## src/rtl/dtc_therm_accum.sv

```systemverilog
// dtc_therm_accum: windowed accumulator of thermometer-coded class levels with valid/ready result.
// Define DTC_THERM_CHECK_EN for first-zero level decoding and malformed-code counting.
module dtc_therm_accum #(
  parameter int LOG2_WIN = 3
) (
  input  logic                  clk,
  input  logic                  rst_n,
  input  logic [9:0]            inp,
  input  logic                  in_valid,
  output logic                  in_ready,
  input  logic                  flush,
  output logic [3+LOG2_WIN:0]   outp_sum,
  output logic [3:0]            outp_mean,
  output logic [LOG2_WIN:0]     outp_err,
  output logic                  out_valid,
  input  logic                  out_ready
);
  localparam int SW = 4 + LOG2_WIN;
  localparam int EW = LOG2_WIN + 1;
  typedef enum logic {ACCUM, HOLD} state_t;
  state_t              state_q;
  logic [SW-1:0]       acc_q, acc_d, sum_q, sum_d;
  logic [EW-1:0]       errc_q, errc_d, err_q, err_d;
  logic [LOG2_WIN-1:0] cnt_q, cnt_d;
  logic [3:0]          lvl, mean_q, mean_d;
  logic [SW:0]         rnd;
  logic                bad, take, done;
`ifdef DTC_THERM_CHECK_EN
  // descending scan leaves the lowest zero index; any one at or above it marks a malformed code
  always_comb begin
    lvl = 4'd10;
    for (int i = 9; i >= 0; i--) if (!inp[i]) lvl = 4'(i);
    bad = |(inp >> lvl);
  end
`else
  always_comb begin
    lvl = '0;
    for (int i = 0; i < 10; i++) lvl = lvl + 4'(inp[i]);
    bad = 1'b0;
  end
`endif
  assign in_ready  = state_q == ACCUM || out_ready;
  assign out_valid = state_q == HOLD;
  assign take      = in_valid && in_ready && !flush;
  assign done      = take && &cnt_q;
  assign outp_sum  = sum_q;
  assign outp_mean = mean_q;
  assign outp_err  = err_q;
  always_comb begin
    sum_d  = acc_q + SW'(lvl);
    err_d  = errc_q + EW'(bad);
    rnd    = {1'b0, sum_d} + (SW+1)'(1 << (LOG2_WIN - 1));
    mean_d = 4'(rnd >> LOG2_WIN);
    acc_d  = (flush || done) ? '0 : take ? sum_d : acc_q;
    errc_d = (flush || done) ? '0 : take ? err_d : errc_q;
    cnt_d  = (flush || done) ? '0 : take ? cnt_q + 1'b1 : cnt_q;
  end
  always_ff @(posedge clk or negedge rst_n) begin
    if (!rst_n) begin
      state_q <= ACCUM;
      acc_q   <= '0;
      errc_q  <= '0;
      cnt_q   <= '0;
      sum_q   <= '0;
      err_q   <= '0;
      mean_q  <= '0;
    end else begin
      acc_q  <= acc_d;
      errc_q <= errc_d;
      cnt_q  <= cnt_d;
      if (done) begin
        sum_q   <= sum_d;
        err_q   <= err_d;
        mean_q  <= mean_d;
        state_q <= HOLD;
      end else if (out_valid && out_ready) state_q <= ACCUM;
    end
  end
endmodule

```

## config.mk

```make
export PLATFORM = sky130hd
export DESIGN_NAME = dtc_therm_accum
export DESIGN_NICKNAME = d
export VERILOG_FILES = /design/src/rtl/dtc_therm_accum.sv
export SDC_FILE = /design/constraint.sdc
export NUM_CORES = 1
export LEC_CHECK = 0
export ABC_AREA = 0
export ABC_CLOCK_PERIOD_IN_PS = 3200
export BUFFER_PORTS_ARGS = -buffer_cell sky130_fd_sc_hd__buf_2
export CAP_MARGIN = 20
export CORE_ASPECT_RATIO = 0.5
export CORE_MARGIN = 3
export CORE_UTILIZATION = 25
export DETAILED_ROUTE_END_ITERATION = 6
export GPL_ROUTABILITY_DRIVEN = 0
export PLACE_DENSITY = 0.51
export SLEW_MARGIN = 20
export SYNTH_ARGS = -nofsm -noshare
export SYNTH_HDL_FRONTEND = slang
export SYNTH_SLANG_ARGS = --single-unit
```

## constraint.sdc

```tcl
create_clock -name clk -period 3.2 [get_ports clk]
set_clock_uncertainty 0.2 [all_clocks]
set_input_delay 0.64 -clock clk [delete_from_list [all_inputs] [get_ports clk]]
set_output_delay 0.64 -clock clk [all_outputs]
set_load 0.005 [all_outputs]
```

**Word level (Yosys, flattened, before mapping)**

Index checks and enable logic that the tools add are counted.

- Output and inout port bits: 17
- Bits in registers: 30
- Logic and storage cells: 37
- Input port bits: 15

- Bitwise gates (word level): 1
- Muxes and demuxes: 7
- Reduce and logical (&&, ||, !) cells: 10
- Add/subtract/negate cells: 12

Operators by type and width:

| kind | number |
|---|---|
| $add A4 B1 Y4 | 6 |
| $mux W7 | 2 |
| $add A7 B3 Y7 const B | 1 |
| $add A7 B4 Y7 | 1 |
| $mux W3 | 2 |
| $add A3 B1 Y4 | 1 |
| $logic_and A1 B1 Y1 | 4 |
| $mux W4 | 1 |
| $reduce_bool A2 Y1 | 2 |
| $add A2 B1 Y3 | 1 |
| $add A3 B1 Y3 const B | 1 |
| $reduce_and A3 Y1 | 1 |
| $add A1 B1 Y2 | 1 |
| $logic_or A1 B1 Y1 | 2 |
| $mux W1 | 2 |
| $logic_not A1 Y1 | 1 |
| $not A1 Y1 | 1 |

**Logic depth before layout (Yosys ltp)**

Gate-level depths: netlist of run 1.

- Word-level depth: 12
- Gate-level depth with buffers: 12

**Worst setup path after synthesis of run 1**

Ideal clock, no wire load.

- Path type: input -> register
- From: input port inp[0]
- To: register mean_q[3] (netlist: outp_mean[3])
- Path buffers: 0
- Data arrival time: 3.921 ns
- Stages on the path: 11
- Slack: -1.047 ns
- Path through: fa_1 > inv_1 > fa_1 > fa_1 > inv_1 > fa_1 > fa_1 > xor2_1 > ha_1 > a311oi_1 > a221o_1

- Longest elaborated chain between the ends: 11

RTL lines:

| element | RTL line | RTL |
|---|---|---|
| from (decl) | 8 | `input logic [9:0] inp,` |
| $add A1 B1 Y2 | 38 | `for (int i = 0; i < 10; i++) lvl = lvl + 4'(inp[i]);` |
| $add A2 B1 Y3 | 38 |  |
| $add A3 B1 Y4 | 38 |  |
| $add A4 B1 Y4 (6 in a row) | 38 |  |
| $add A7 B4 Y7 | 50 | `sum_d = acc_q + SW'(lvl);` |
| net sum_d[2] | 22 | `logic [SW-1:0] acc_q, acc_d, sum_q, sum_d;` |
| $add A7 B3 Y7 | 52 | `rnd = {1'b0, sum_d} + (SW+1)'(1 << (LOG2_WIN - 1));` |
| to (signal assigned) | 74 | `mean_q <= mean_d;` |
| to (decl) | 25 | `logic [3:0] lvl, mean_q, mean_d;` |

The timed path passes the listed nets, and every way through them passes these cells.
A chain may end at the register's enable or synchronous reset.

**Final worst setup path of run 1**

- From: input port inp[3]
- To: register mean_q[3] (netlist: outp_mean[3])

- Longest elaborated chain between the ends: 9

RTL lines:

| element | RTL line |
|---|---|
| $add A3 B1 Y4 | 38 |
| $add A4 B1 Y4 (6 in a row) | 38 |
| $add A7 B4 Y7 | 50 |
| $add A7 B3 Y7 | 52 |

No other way between the ends.

==> impl_results.md, run 1 <==
* Total CTS buffers at 3
* Tcrit/Tclk final at 123%
* Cells after DPL at 218
* Failing checks: setup timing
* Die width at 109 um
* Initial drt markers at 23
* Worst-path fanout max at 6
* DR WL/cell at 12.5 um
* Seq/Total Area, Yosys at roughly two fifths
* WL final at 2.82 mm
* Synth cell count leaders: dfrtp_1, inv_1, nand2_1, ha_1
* Global route overflow at 0
* RSZ-0062 raised after global routing: true
* Top-count cell post-synth: dfrtp_1
* MaxCap Viol Count at 0
* Mapped Area at 1340 sq um
* Worst hold slack at 131 ps
* Clock sinks at 22
* Unique cell type count in the Yosys netlist at 35
* CTS clk-pin slew, worst paths at 90 ps
* Vias/cell at ~4.2
* Slowest stage delay, CP at 540 ps
* Critical path cell sequence: buf_6, fa_1, inv_2, fa_1, fa_1, inv_1, fa_2, fa_2, nand3_4, nand2_4, xnor2_4, and3_1, a221o_1
* RR Endpoint: outp_mean[3]
* Critical Path RT at 3160 ps
* Critical path type: in -> reg
* Initial antenna violation count at 0
* Power Dens Cells at 693 nW/um^2
* Critical Path Start: inp[3]
* Worst-margin pin slew at 560 ps
* Post-Route M1 WL at 1.30 mm
* CP startpoint kind: primary input
* Final Core Density at around 36%
* Lkg Pwr at 0.955 nW
* Hold-fix buffers, CTS at 0
* Design area at 1820 sq um
* Yosys top cell area share at between 40% and 50%
* Max Transition Viols Final at 0
* Worst min path class: in -> async
* Buffers on Ports at 27
* Total GRT Usage at 9.82%
* Top_reg_cell synth: dfrtp_1
* Synth Area per Inst at 12.1 sq um
* Total power at 1.26 mW
* Die Y at 57.7 um
* EDFF count, synth at 0
* First-pass GRT wire length at 4.81 mm
* CTS max path bufs at 2
* Max Clk Rate at 254 MHz
* Pre-CTS setup slack at -1040 ps
* Top Layer Used: met4
* Largest net degree at the start of global routing at 23
* Reg2Reg Setup Slack at -120 ps
* Final worst setup slack at -730 ps
* Vias in the first global route at 979
* Peak supply drop at 0.000209 V
* #FFs+latches synth at 22
* Initial core utilization at 26.5%
* Layout area overhead at 36.2%
* Critical path endpoint category: flop
* Synth top area cells: dfrtp_1, fa_1, ha_1
* Post-Layout Cell Count at 226
* Antenna viol nets, final at 0
* Reg2reg start: acc_q[0]
* Status: finished, violations left
* Cell taking the most area after synthesis: dfrtp_1
* CTS tree: built
* Number of buffers and inverters on the critical path at 3
* 1st-pass router iterations at 4
* # setup viols final at 16
* Reg2reg path depth at 11
* Met3 WL at 96 um
* Synth Instances at around 110
* Boundary Pins at 32
* Via count at 944
* CP top delay family: adder cells
* WP data arrival at between 3000 and 4000 ps
* Worst rel slew slack at 62.5%
* WL met2 at 1.40 mm
* Final Critical Period at 3930 ps
* Hpwl dp at 2.11 mm
* Core area at 5040 sq um
* Async S/R FF share, synth at 100%
* CP max-delay cell: fa_1
* Clock Root Buffer: clkbuf_8
* Number of cell rows at 18
* TNS Setup at -7900 ps
* Yosys warns at 0
* Clock Latency Late Sink at 270 ps
* Cell repeated most along the worst path: fa_1
* H-tree depth at 1
* Number of diodes at 0
* Final #Nets at 187
* Die area at between 6000 and 7000 sq um
* Hold Fails Final Rpt at 0
* DRC Markers at 0
* Share of cells above drive strength 1 at a little under half
* Placed standard-cell area at approximately 1700 sq um
## cell usage in the layout (no fill, tap or decap), types with 4 or more instances in the layout
cell / netlist / routed
a21oi_2: 3 / 4
a22o_1: 7 / 7
buf_2: 0 / 26
buf_4: 4 / 13
buf_6: 2 / 5
conb_1: 1 / 4
dfrtp_1: 22 / 22
fa_1: 7 / 5
ha_1: 8 / 7
inv_1: 12 / 11
mux2_4: 0 / 4
nand2_1: 9 / 9
## power breakdown
part           internal, mW  total, mW  switching, mW
clock                 0.167      0.263         0.0956
combinational         0.370      0.693          0.323
sequential            0.296      0.308         0.0118
total                 0.833       1.26          0.431
## per-layer routing
| metal | global-route usage (%) | vias to the layer above |
|---|---|---|
| li1 | - | 464 |
| met1 | 12.4 | 466 |
| met2 | 16.7 | 10 |
| met3 | 2.78 | 4 |
| met4 | 2.66 | 0 |
| met5 | 0 | - |
## registers in the layout (all words and copies together), names as in the netlist
signal	count
cnt_q	3
outp_sum	7
out_valid	1
outp_mean	4
acc_q	7
## timing repair
action,4_1_cts,5_1_grt
gates resized for setup,9,3
pin swaps,8,2
gates cloned,0,0
endpoints found under the setup margin,16,16
setup buffers,2,2
## cells by family (layout without fill, tap and decap cells)
| logic type | after synthesis | count (layout) | synth area share, % |
|---|---|---|---|
| AOI/OAI and AO/OA | 23 | 23 | 13.8 |
| DFF | 22 | 22 | 41.1 |
| and+or+nand+nor | 19 | 19 | 8.60 |
| buffers and inverters | 18 | 60 | 7.29 |
| adders and majority gates | 15 | 15 | 17.9 |
| muxes | 7 | 7 | 5.89 |
| xor gates and xnor gates | 6 | 6 | 5.05 |
| other | 1 | 4 | 0.280 |
## cell type report
type | count | area (sq um)
fillers | 512 | 3220
multi-input cells | 74 | 785
well taps | 70 | 87.6
clock buffers | 3 | 41.3
clock inverters | 1 | 30.0
flip-flops and latches | 22 | 551
repair buffers | 44 | 284
inverters | 12 | 45.0
## worst max-delay path by stage
stage	to	slack, ps	depth (start not counted)
after floorplan	outp_mean[3]	-830	11
final	outp_mean[3]	-730	13
after global routing	outp_mean[3]	-830	13
after global placement	outp_mean[3]	-1000	13
after CTS	outp_mean[3]	-720	13
after detailed placement	outp_mean[3]	-1040	13
Power figures use the tool's default switching activity.
==> inputs of run 2 (changes only) <==
--- a/config.mk
+++ b/config.mk
@@ -13,6 +13,7 @@
 export CORE_MARGIN = 3
-export CORE_UTILIZATION = 25
+export CORE_UTILIZATION = 40
 export DETAILED_ROUTE_END_ITERATION = 6
 export GPL_ROUTABILITY_DRIVEN = 0
-export PLACE_DENSITY = 0.51
+export PLACE_DENSITY = 0.71
+export REMOVE_ABC_BUFFERS = 1
 export SLEW_MARGIN = 20
==> constraint.sdc (replaced) <==
create_clock -name clk -period 3.2 [get_ports clk]
set_clock_uncertainty 0.2 [all_clocks]
set_input_delay 0.32 -clock clk [delete_from_list [all_inputs] [get_ports clk]]
set_output_delay 0.32 -clock clk [all_outputs]
set_load 0.005 [all_outputs]
==> impl_results.md, run 2 (same netlist as run 1, synthesis figures left out) <==
* First-pass GRT wire length at 4.04 mm
* Critical Path RT at around 3200 ps
* Boundary Pins at 32
* Die Y at 46.9 um
* HP Start: out_ready
* Die area at 4120 sq um
* Max Clk Rate at 274 MHz
* Total CTS buffers at 3
* Vias/cell at 4.92
* 1st-pass router iterations at 4
* Worst-margin pin slew at 593 ps
* H-tree depth at 1
* WP data arrival at around 3600 ps
* Critical path type: in -> reg
* Critical path endpoint category: flop
* TNS Setup at -3220 ps
* Reg2reg start: acc_q[0]
* CTS max path bufs at 2
* Hold Fails Final Rpt at 0
* # setup viols final at 14
* Share of cells above drive strength 1 at 44.4%
* Core area at between 3000 and 4000 sq um
* DR WL/cell at around 13 um
* Worst hold stages at 3
* Die width at 87.8 um
* Clock Latency Late Sink at around 260 ps
* DRC Markers at 0
* Area of the multi-input gates at 781 sq um
* Clock sinks at 22
* Tcrit/Tclk final at 114%
* Fillcell total at 270
* Placed standard-cell area at 1560 sq um
* Peak supply drop at 0.000192 V
* Number of diodes at 0
* Design area at ~1700 sq um
* RSZ-0062 raised after global routing: true
* Largest net degree at the start of global routing at 23
* WL final at 2.56 mm
* RR Endpoint: outp_mean[3]
* Layout area overhead at 30.0%
* Global route overflow at 0
* Final worst setup slack at -448 ps
* Power Dens Cells at 656 nW/um^2
* Reg2reg path depth at 11
* Failing checks: setup timing
* FF/Latch Area at 551 sq um
* Status: finished, violations left
* Worst min path class: in -> reg
* Lkg Pwr at between 0.9 and 1 nW
* CP startpoint kind: primary input
* Vias in the first global route at 874
* CTS tree: built
* Initial drt markers at 18
* CTS clk-pin slew, worst paths at ~80 ps
* Reg2Reg Setup Slack at -170 ps
* Via count at 950
* Final #Nets at between 150 and 200
* Initial antenna violation count at 0
* Most frequent cells in the layout: buf_2, dfrtp_1, buf_4, inv_1, nand2_1
* Number of cell rows at 14
* MaxCap Viol Count at 0
* Hold Path Sink: out_valid
* Total GRT Usage at about an eighth
* Buffers on Ports at 27
* Worst rel slew slack at between 60% and 70%
* Hpwl dp at 1.98 mm
* Worst-path fanout max at 6
* Clock Root Buffer: clkbuf_8
* Initial core utilization at 43.2%
* Final Critical Period at roughly 3600 ps
* Max Transition Viols Final at 0
* Most common cell after layout, fill and taps aside: buf_2
* Antenna viol nets, final at 0
[run 2: changes by cell type in the layout (fill, tap and decap cells not counted), sizes merged]
cell	change
clkbuf	+1
buf	-4
bufinv	-1
dlygate4sd3	+1
[run 2: worst max-delay path by stage]
| stage | cells after the start | slack [ps] | start | endpoint |
|---|---|---|---|---|
| after detailed placement | 12 | -990 | inp[0] | outp_mean[3] |
| after floorplan | 11 | -730 | inp[0] | outp_mean[3] |
| after global routing | 13 | -530 | inp[5] | outp_mean[3] |
| after global placement | 12 | -950 | inp[0] | outp_mean[3] |
| after CTS | 13 | -410 | inp[0] | outp_mean[3] |
| final | 13 | -450 | inp[0] | outp_mean[3] |
[run 2: power breakdown]
group	internal [mW]	switching (mW)
Sequential	0.296	0.0115
Clock	0.110	0.0880
Combinational	0.318	0.317
Total	0.724	0.417
[run 2: per-stage QoR]
step,std cells,power [mW],hold slack [ps],util [%],setup WS (ps)
after floorplan,108,0.599,-176,-,-728
after global placement,185,0.763,105,50.2,-953
after detailed placement,185,0.776,109,50.2,-987
after CTS,191,1.04,234,54.6,-409
after global routing,193,1.23,253,56.1,-534
final,193,1.14,238,56.1,-448
[run 2: worst max-delay path, cell delays in order]
cell,delay [ps]
buf_6,90
fa_1,540
inv_2,40
fa_1,460
fa_1,490
inv_1,50
fa_2,360
fa_2,420
nand3_4,140
nand2_4,80
xnor2_4,150
and3_1,190
a221o_1,280
[run 2: timing repair]
item                                    4_1_cts  5_1_grt
hold endpoints to repair                     22        0
pin swaps                                     7        3
setup buffers                                 1        2
endpoints found under the setup margin       15       14
gates resized for setup                      12        5
hold buffers                                  1        0
[run 2: cell type report]
class                   count  share of cell area [%]
multi-input cells          74                    44.9
flip-flops and latches     22                    31.6
repair buffers             41                    14.9
clock buffers               4                    3.16
well taps                  40                    2.88
inverters                  12                    2.59
[run 2: routing by layer]
| layer | part of all wire (%) | global-route usage (%) | wire (um) |
|---|---|---|---|
| met1 | 49 | 18.0 | 1240 |
| met2 | 46 | 22.0 | 1170 |
| met3 | 5.1 | 3.15 | 130 |
| met4 | 0.66 | 1.83 | 17 |
| met5 | 0 | 0 | 0 |
